<file path="src/rtl/bolme_carpma_cikarma_if.sv">
// Start/operand/result bundle between the calculator top level and the
// subtract/multiply/divide engine.
interface bolme_carpma_cikarma_if;
   logic        basla;
   logic [2:0]  tur;
   logic [31:0] sayi1;
   logic [31:0] sayi2;
   logic [63:0] sonuc;
   logic        hazir;
   logic        gecerli;
   logic        tasma;

   modport master (output basla, tur, sayi1, sayi2,
                   input  sonuc, hazir, gecerli, tasma);
   modport slave  (input  basla, tur, sayi1, sayi2,
                   output sonuc, hazir, gecerli, tasma);
endinterface

</file>
<file path="src/rtl/bolme_carpma_cikarma.sv">
// Sequential signed subtract / shift-add multiply / restoring divide engine.
//   state | meaning
//   IDLE  | hazir=1, result stable, basla accepted
//   BUSY  | operation in flight, basla ignored
module bolme_carpma_cikarma (
   input  logic                    clk,
   input  logic                    rst,
   bolme_carpma_cikarma_if.slave   bus
);
   typedef enum logic {IDLE, BUSY} state_t;

   localparam logic [2:0] OP_SUB = 3'b001;
   localparam logic [2:0] OP_MUL = 3'b010;
   localparam logic [2:0] OP_DIV = 3'b011;

   state_t      r_state;
   logic [2:0]  r_op;
   logic        r_dz;
   logic [5:0]  r_cnt;
   logic [31:0] r_a;
   logic [31:0] r_b;
   logic [63:0] r_mcand;
   logic [31:0] r_b_mag;
   logic [63:0] r_prod;
   logic [31:0] r_rem;
   logic [31:0] r_quo;
   logic        r_neg_q;
   logic        r_neg_r;
   logic [63:0] r_sonuc;
   logic        r_hazir;
   logic        r_gecerli;
   logic        r_tasma;

   logic [31:0] w_a_mag;
   logic [31:0] w_b_mag;
   logic [63:0] w_diff;
   logic        w_diff_ovf;
   logic [63:0] w_prod_nx;
   logic [63:0] w_prod_sg;
   logic        w_prod_ovf;
   logic [32:0] w_shift;
   logic        w_ge;
   logic [31:0] w_trial;
   logic [31:0] w_q_sg;
   logic [31:0] w_r_sg;

   // |-2^31| wraps to 32'h8000_0000, which is the correct unsigned magnitude
   assign w_a_mag    = bus.sayi1[31] ? (~bus.sayi1 + 32'd1) : bus.sayi1;
   assign w_b_mag    = bus.sayi2[31] ? (~bus.sayi2 + 32'd1) : bus.sayi2;

   assign w_diff     = {{32{r_a[31]}}, r_a} - {{32{r_b[31]}}, r_b};
   assign w_diff_ovf = (w_diff[63:31] != {33{w_diff[31]}});

   assign w_prod_nx  = r_prod + (r_b_mag[0] ? r_mcand : 64'd0);
   assign w_prod_sg  = r_neg_q ? (~w_prod_nx + 64'd1) : w_prod_nx;
   assign w_prod_ovf = (w_prod_sg[63:31] != {33{w_prod_sg[31]}});

   assign w_shift    = {r_rem, r_quo[31]};
   assign w_ge       = (w_shift >= {1'b0, r_b_mag});
   assign w_trial    = w_shift[31:0] - r_b_mag;
   assign w_q_sg     = r_neg_q ? (~r_quo + 32'd1) : r_quo;
   assign w_r_sg     = r_neg_r ? (~r_rem + 32'd1) : r_rem;

   always_ff @(posedge clk) begin
      if (!rst) begin
         r_state   <= IDLE;
         r_op      <= 3'd0;
         r_dz      <= 1'b0;
         r_cnt     <= 6'd0;
         r_a       <= 32'd0;
         r_b       <= 32'd0;
         r_mcand   <= 64'd0;
         r_b_mag   <= 32'd0;
         r_prod    <= 64'd0;
         r_rem     <= 32'd0;
         r_quo     <= 32'd0;
         r_neg_q   <= 1'b0;
         r_neg_r   <= 1'b0;
         r_sonuc   <= 64'd0;
         r_hazir   <= 1'b1;
         r_gecerli <= 1'b0;
         r_tasma   <= 1'b0;
      end else begin
         case (r_state)
            IDLE: begin
               if (bus.basla) begin
                  r_state <= BUSY;
                  r_hazir <= 1'b0;
                  r_op    <= bus.tur;
                  r_a     <= bus.sayi1;
                  r_b     <= bus.sayi2;
                  r_mcand <= {32'd0, w_a_mag};
                  r_b_mag <= w_b_mag;
                  r_quo   <= w_a_mag;
                  r_rem   <= 32'd0;
                  r_prod  <= 64'd0;
                  r_neg_q <= bus.sayi1[31] ^ bus.sayi2[31];
                  r_neg_r <= bus.sayi1[31];
                  r_dz    <= (bus.sayi2 == 32'd0);
                  r_cnt   <= (bus.tur == OP_MUL) ? 6'd31 : 6'd32;
               end
            end
            BUSY: begin
               case (r_op)
                  OP_SUB: begin
                     r_sonuc   <= w_diff;
                     r_gecerli <= 1'b1;
                     r_tasma   <= w_diff_ovf;
                     r_state   <= IDLE;
                     r_hazir   <= 1'b1;
                  end
                  OP_MUL: begin
                     r_prod  <= w_prod_nx;
                     r_mcand <= r_mcand << 1;
                     r_b_mag <= r_b_mag >> 1;
                     if (r_cnt == 6'd0) begin
                        r_sonuc   <= w_prod_sg;
                        r_gecerli <= 1'b1;
                        r_tasma   <= w_prod_ovf;
                        r_state   <= IDLE;
                        r_hazir   <= 1'b1;
                     end else begin
                        r_cnt <= r_cnt - 6'd1;
                     end
                  end
                  OP_DIV: begin
                     if (r_dz) begin
                        r_sonuc   <= 64'd0;
                        r_gecerli <= 1'b0;
                        r_tasma   <= 1'b0;
                        r_state   <= IDLE;
                        r_hazir   <= 1'b1;
                     end else if (r_cnt != 6'd0) begin
                        r_rem <= w_ge ? w_trial : w_shift[31:0];
                        r_quo <= {r_quo[30:0], w_ge};
                        r_cnt <= r_cnt - 6'd1;
                     end else begin
                        // a positive quotient with bit 31 set only arises from -2^31 / -1
                        r_sonuc   <= {w_r_sg, w_q_sg};
                        r_gecerli <= 1'b1;
                        r_tasma   <= ~r_neg_q & r_quo[31];
                        r_state   <= IDLE;
                        r_hazir   <= 1'b1;
                     end
                  end
                  default: begin
                     r_sonuc   <= 64'd0;
                     r_gecerli <= 1'b0;
                     r_tasma   <= 1'b0;
                     r_state   <= IDLE;
                     r_hazir   <= 1'b1;
                  end
               endcase
            end
            default: begin
               r_state <= IDLE;
               r_hazir <= 1'b1;
            end
         endcase
      end
   end

   assign bus.sonuc   = r_sonuc;
   assign bus.hazir   = r_hazir;
   assign bus.gecerli = r_gecerli;
   assign bus.tasma   = r_tasma;
endmodule

</file>
<file path="src/flat_wrapper.sv">
// flat-port wrapper written by rule: the top's interface ports become plain ports
module bolme_carpma_cikarma_flat 
  (clk, rst, bus_basla, bus_tur, bus_sayi1, bus_sayi2, bus_sonuc, bus_hazir, bus_gecerli, bus_tasma);
  bolme_carpma_cikarma_if bus_i ();
  input  logic clk;
  input  logic rst;
  input wire logic [$bits(bus_i.basla)-1:0] bus_basla;
  input wire logic [$bits(bus_i.tur)-1:0] bus_tur;
  input wire logic [$bits(bus_i.sayi1)-1:0] bus_sayi1;
  input wire logic [$bits(bus_i.sayi2)-1:0] bus_sayi2;
  output wire logic [$bits(bus_i.sonuc)-1:0] bus_sonuc;
  output wire logic [$bits(bus_i.hazir)-1:0] bus_hazir;
  output wire logic [$bits(bus_i.gecerli)-1:0] bus_gecerli;
  output wire logic [$bits(bus_i.tasma)-1:0] bus_tasma;
  assign bus_i.basla = bus_basla;
  assign bus_i.tur = bus_tur;
  assign bus_i.sayi1 = bus_sayi1;
  assign bus_i.sayi2 = bus_sayi2;
  assign bus_sonuc = bus_i.sonuc;
  assign bus_hazir = bus_i.hazir;
  assign bus_gecerli = bus_i.gecerli;
  assign bus_tasma = bus_i.tasma;
  bolme_carpma_cikarma u_core (.clk(clk), .rst(rst), .bus(bus_i));
endmodule
</file>
<file path="config.mk">
export PLATFORM = sky130hd
export DESIGN_NAME = bolme_carpma_cikarma_flat
export DESIGN_NICKNAME = d
export VERILOG_FILES = /design/src/rtl/bolme_carpma_cikarma_if.sv /design/src/rtl/bolme_carpma_cikarma.sv /design/src/flat_wrapper.sv
export SDC_FILE = /design/constraint.sdc
export NUM_CORES = 1
export LEC_CHECK = 0
export BUFFER_PORTS_ARGS = -buffer_cell sky130_fd_sc_hd__buf_2
export CELL_PAD_IN_SITES_DETAIL_PLACEMENT = 1
export CELL_PAD_IN_SITES_GLOBAL_PLACEMENT = 1
export CORE_AREA = 4 4 309 311
export CTS_BUF_LIST = sky130_fd_sc_hd__clkbuf_16
export DETAILED_ROUTE_END_ITERATION = 8
export DIE_AREA = 0 0 313 315
export MAX_ROUTING_LAYER = met4
export PLACE_DENSITY = 0.57
export SKIP_CTS_REPAIR_TIMING = 1
export SLEW_MARGIN = 20
export SYNTH_ARGS = -nofsm -noshare
export SYNTH_HDL_FRONTEND = slang
export SYNTH_SLANG_ARGS = --single-unit
</file>
<file path="constraint.sdc">
create_clock -name clk -period 8.44 [get_ports clk]
set_input_delay 1.688 -clock clk [delete_from_list [all_inputs] [get_ports clk]]
set_output_delay 1.688 -clock clk [all_outputs]
set_load 0.1 [all_outputs]
</file>
== Word-level counts from Yosys, hierarchy flattened ==
Cells that the tools add are included.

* Register bits after elaboration: 368
* Input port bits: 70
* Output and inout port bits: 67
* Word-level logic and storage cells: 119

* Add/subtract/negate cells: 9
* Order comparisons: 1
* Eq/ne operators: 19
* Muxes and demuxes: 55
* Bitwise operators: 9
* Reductions and logical operators: 9

{| class="wikitable"
|+ Operator list
! operator !! count
|-
| $mux 64 || 9
|-
| $mux 32 || 15
|-
| $pmux 64 s2 || 2
|-
| $pmux 32 s2 || 3
|-
| $pmux 64 s3 || 1
|-
| $add 32x1->32 const B || 4
|-
| $not 32->32 || 4
|-
| $add 64x1->64 const B || 1
|-
| $add 64x64->64 || 1
|-
| $ne 32x32->1 || 2
|-
| $not 64->64 || 1
|-
| $ge 33x32->1 || 1
|-
| $sub 32x32->33 || 1
|-
| $logic_not 32->1 || 1
|-
| $sub 32x32->32 || 1
|-
| $mux 6 || 5
|-
| $pmux 6 s2 || 2
|-
| $ne 3x3->1 const B || 5
|-
| $mux 1 || 12
|-
| $ne 2x2->1 const B || 5
|-
| $eq 3x2->1 const B || 3
|-
| $pmux 1 s2 || 4
|-
| $logic_not 6->1 || 1
|-
| $pmux 1 s3 || 2
|-
| other kinds (13) || 16
|}

== Longest topological paths before layout ==
* Depth in word-level cells: 8
* Gate-level depth with buffers: 24

== Least setup slack after synthesis ==
OpenSTA, ideal clock, no wires.

* Path kind: register to register
* Start: reg u_core.r_b_mag[0]
* End: reg u_core.r_tasma (netlist: u_core.bus.tasma)
* Setup time: 0.125 ns
* Arrival: 5.671 ns
* Required time: 8.315 ns
* Path slack: 2.643 ns
* Cell stages (with the launch flop): 24
* Clock period less this slack: 5.797 ns
* Cells stage by stage: dfxtp_1 -> clkbuf_1 -> clkbuf_1 -> and2_1 -> ha_1 -> inv_1 -> fa_1 -> nand2b_1 -> a21oi_1 -> o211ai_2 -> a21oi_1 -> xnor2_1 -> or4b_4 -> or4_4 -> or3_1 -> buf_6 -> nor4_4 -> a21oi_1 -> xnor2_2 -> a21bo_1 -> nor4b_2 -> o221ai_1 -> o21ai_1 -> a31oi_1

* Cells in the longest elaborated chain, start to end: 8

{| class="wikitable"
|+ Ends and longest elaborated chain
! item !! line !! RTL
|-
| start: declaration || bolme_carpma_cikarma.sv:23 || <nowiki>logic [31:0] r_b_mag;</nowiki>
|-
| start signal: assignment || bolme_carpma_cikarma.sv:93 || <nowiki>r_b_mag <= w_b_mag;</nowiki>
|-
| start signal: assignment || bolme_carpma_cikarma.sv:115 || <nowiki>r_b_mag <= r_b_mag >> 1;</nowiki>
|-
| $mux 64 * || bolme_carpma_cikarma.sv:54 || <nowiki>assign w_prod_nx = r_prod + (r_b_mag[0] ? r_mcand : 64'd0);</nowiki>
|-
| $add 64x64->64 * || bolme_carpma_cikarma.sv:54 ||
|-
| $not 64->64 || bolme_carpma_cikarma.sv:55 || <nowiki>assign w_prod_sg = r_neg_q ? (~w_prod_nx + 64'd1) : w_prod_nx;</nowiki>
|-
| $add 64x1->64 || bolme_carpma_cikarma.sv:55 ||
|-
| $mux 64 * || bolme_carpma_cikarma.sv:55 ||
|-
| $ne 32x32->1 * || bolme_carpma_cikarma.sv:56 || <nowiki>assign w_prod_ovf = (w_prod_sg[63:31] != {33{w_prod_sg[31]}});</nowiki>
|-
| $mux 1 * || bolme_carpma_cikarma.sv:116 || <nowiki>if (r_cnt == 6'd0) begin</nowiki>
|-
| $pmux 1 s3 * || bolme_carpma_cikarma.sv:104 || <nowiki>case (r_op)</nowiki>
|-
| end signal: assignment || bolme_carpma_cikarma.sv:108 || <nowiki>r_tasma <= w_diff_ovf;</nowiki>
|-
| end signal: assignment || bolme_carpma_cikarma.sv:119 || <nowiki>r_tasma <= w_prod_ovf;</nowiki>
|-
| end signal: assignment || bolme_carpma_cikarma.sv:141 || <nowiki>r_tasma <= ~r_neg_q & r_quo[31];</nowiki>
|-
| end: declaration || bolme_carpma_cikarma.sv:32 || <nowiki>logic r_tasma;</nowiki>
|}

Every way passes the cells marked *; elsewhere a longest branch is shown, timed or not. The select of a mux whose other input is x is not followed.
A chain may end at the register's enable or synchronous reset.

== Worst setup path in the final report ==
Same ends and word-level chain as after synthesis.

==> flow_summary.json <==
{
  "regArea_sq_um": 7350,
  "portBuffers": 136,
  "endpoint": "u_core.bus.tasma$_SDFFE_PN0P_",
  "syn-num-nets": 3935,
  "via_per_inst": 5.48,
  "period_minus_slack_ps": 6850,
  "fin_crit_sh": 0.811,
  "ys_seq_elements": 367,
  "core-area_sq_um": 92800,
  "cts_root_buf": "clkbuf_16",
  "areaGrowthSynthToFinish_pct": 11.7,
  "stdcell_area_sq_um": 30800,
  "die_y_microns": 315,
  "fin_setup_tns_ps": 0,
  "worstSetupEndpointType": "flip-flop",
  "slowest_delay_ps": 680,
  "setup_violations": 0,
  "startpoint": "u_core.r_b_mag[0]$_SDFFE_PN0P_",
  "reg2reg_depth": 19,
  "avgSynthCellArea_sq_um": 7.41,
  "ys_warn_count": 0,
  "power_density_nw_per_um2": 163,
  "crit_chain": "buf_4 -> and2_1 -> ha_1 -> a21oi_1 -> a2bb2oi_1 -> o211ai_1 -> or2_2 -> o21ai_0 -> xnor2_1 -> nor3_1 -> nand4_1 -> nor4_4 -> nand4_1 -> o41ai_1 -> xnor2_1 -> nor4bb_1 -> mux2i_1 -> o21ai_1 -> a31oi_1",
  "die_w_microns": 313,
  "synth-xor-area-share": 0.0842,
  "layout.cells.most_common": "nand2_1",
  "skew_ps": 24.5,
  "overflow": 0,
  "fin_util": 0.333,
  "worst-path-max-fanout": 33,
  "ys_seq_area_frac": 0.266,
  "synth_top_area_cell": "dfxtp_1",
  "io_pins": 137,
  "drive_gt1_frac": 0.0796,
  "place_area_sq_um": 29300,
  "dr.pass1.iters": 7,
  "synthMuxAreaShare": 0.00811,
  "min_path_type": "reg2reg",
  "antenna_found_initial": 6,
  "grt_pass1_vias": 27200,
  "rrSetupSlack_ps": 1590,
  "maxCapViolCount": 0,
  "antenna_left": 0,
  "cts_tree": "built",
  "clkSinkCount": 367,
  "layout_common_cells": "nand2_1, dfxtp_1, o21ai_0, a21oi_1, a21boi_0",
  "ir_drop_uv": 138,
  "synth_edf_count": 0,
  "crit_required_ps": 8930,
  "rsz0062_at_grt": "false",
  "synth_cells": 3728,
  "dp_hpwl_microns": 87700,
  "synthesis.area_sq_um": 27600,
  "synth_flop_cell": "dfxtp_1",
  "track_usage": 0.233,
  "multiInputGateArea_sq_um": 18900,
  "rr_endpoint": "u_core.bus.tasma$_SDFFE_PN0P_",
  "start_util": 0.298,
  "crit_type": "reg2reg",
  "totalWireLength_microns": 115000,
  "clockBufferDepth": 3,
  "p_leak_nw": 12.0,
  "relSlewSlack": 0.222,
  "globalplace.congestion": 0.894,
  "final_nets": 3929,
  "htree_levels": 2,
  "cts.clk_slew.worst_paths_ps": 60,
  "core.rowCount": 112,
  "yosysTopAreaCellShare": 0.266,
  "clk-insertion-delay-late_ps": 620,
  "grt_max_degree": 99,
  "nFillCells": 11500,
  "synthAdderAreaFrac": 0.0629,
  "drv_slew": 0,
  "synth-async-reset-ratio": 0,
  "start_kind": "flip-flop",
  "num_vias": 27500,
  "worstMarginPinSlew_ps": 1170,
  "hold_viol": 0,
  "cp.arrival_ps": 7340,
  "synth.distinct_cells": 91,
  "r2r-start": "u_core.r_b_mag[0]$_SDFFE_PN0P_",
  "whs_ps": 444,
  "synthTopCellsByArea": "dfxtp_1, nand2_1, ha_1, o21ai_0, a21boi_0",
  "synth_top_family_by_area": "compound AO/OA/AOI/OAI gates",
  "synth-compound-area-share": 0.290,
  "synth_simple_gate_area_frac": 0.237,
  "die_area_sq_um": 98600,
  "fmax_mhz": 146,
  "grt_pass1_wl_microns": 174000,
  "status": "completed",
  "cpMaxStageDelayCell": "nor4_4",
  "post_drt_wl_per_cell_microns": 22.9,
  "route.detailed.drc": 0,
  "drt_iter0_drc": 1964,
  "cts_buffers": 48
}
Yosys cell counts (19+ instances only):
| cell type | number |
|---|---|
| o41ai_1 | 23 |
| nor4_1 | 27 |
| dfxtp_1 | 367 |
| a21oi_1 | 229 |
| or4_1 | 33 |
| nand2_1 | 579 |
| o211ai_1 | 24 |
| o21a_1 | 23 |
| o221ai_1 | 23 |
| and3_1 | 36 |
| ha_1 | 134 |
| xor2_1 | 131 |
| o21ai_0 | 299 |
| o31ai_1 | 54 |
| a21o_1 | 59 |
| a21boi_0 | 181 |
| nor2b_1 | 39 |
| o22ai_1 | 26 |
| clkbuf_1 | 212 |
| inv_1 | 139 |
| a22oi_1 | 32 |
| nand4_1 | 30 |
| and2_1 | 114 |
| mux2i_1 | 19 |
| or3_1 | 35 |
| nand2b_1 | 43 |
| nand3_1 | 134 |
| nor3_1 | 58 |
| nor2_1 | 167 |
| a22o_1 | 41 |
| xnor2_1 | 129 |
| a31oi_1 | 41 |
critical path, delay by kind of cell, from the launching register on:
family / cells / cell delay [ps]
compound gates: 7 / 2170
xor+xnor: 2 / 460
mux: 1 / 150
buf+inv: 1 / 370
simple gates: 7 / 2700
fa+ha+maj: 1 / 310
flops: 1 / 530
stage by stage:
step                instances  setup WS, ps  total power [mW]
floorplan                3728          2640              2.65
global placement         4922          1830              3.03
detailed placement       4925          1670              3.04
CTS                      5010          1610              5.08
global route             5012           959              5.28
finish                   5014          1590              5.03
worst min path at each step:
stage,start,to,depth (start not counted)
final,u_core.bus.hazir$_SDFFE_PN1P_,u_core.bus.hazir$_SDFFE_PN1P_,2
after global routing,u_core.bus.sonuc[24]$_SDFFE_PN0P_,u_core.bus.sonuc[24]$_SDFFE_PN0P_,2
after CTS,u_core.bus.hazir$_SDFFE_PN1P_,u_core.bus.hazir$_SDFFE_PN1P_,2
after global placement,u_core.bus.hazir$_SDFFE_PN1P_,u_core.bus.hazir$_SDFFE_PN1P_,2
after floorplan,u_core.r_a[0]$_SDFFE_PN0P_,u_core.r_a[0]$_SDFFE_PN0P_,2
after detailed placement,u_core.bus.sonuc[56]$_SDFFE_PN0P_,u_core.bus.sonuc[56]$_SDFFE_PN0P_,1
sequential cells by signal, indices dropped and copies added (netlist names), 3 cells and up:
register,flops
u_core.r_mcand,64
u_core.r_quo,32
u_core.r_rem,32
u_core.bus.sonuc,64
u_core.r_prod,64
u_core.r_b_mag,32
u_core.r_b,32
u_core.r_cnt,6
u_core.r_a,31
u_core.r_op,3
layout make-up:
class                           instances  share of cell area
Antenna cell                            3            0.000243
Clock buffer                           48              0.0389
Clock inverter                         37             0.00933
Inverter                              140              0.0170
Multi-Input combinational cell       2986               0.613
Sequential cell                       367               0.238
Tap cell                             1254              0.0509
Timing Repair Buffer                  179              0.0325
layer usage:
layer | vias up | GRT usage | part of all wire
li1 | 13400 | - | -
met5 | - | - | 0
met4 | 0 | 0.0468 | 0.020
met1 | 13500 | 0.315 | 0.48
met2 | 496 | 0.378 | 0.46
met3 | 118 | 0.0249 | 0.041
power breakdown:
part / total [mW] / internal (mW) / switching [mW]
Sequential: 1.87 / 1.80 / 0.0761
Clock: 2.01 / 1.13 / 0.888
Combinational: 1.14 / 0.385 / 0.754
Total: 5.03 / 3.31 / 1.72
kinds of logic (layout without fill, tap and decap cells):
kind of cell / count (synthesis) / after routing
DFF: 367 / 367
adders and majority gates: 137 / 137
other: 0 / 3
buffers and inverters: 375 / 404
and+or+nand+nor: 1355 / 1355
AOI/OAI and AO/OA: 1209 / 1209
muxes: 22 / 22
xor gates and xnor gates: 263 / 263
(Power assumes the default switching activity.)
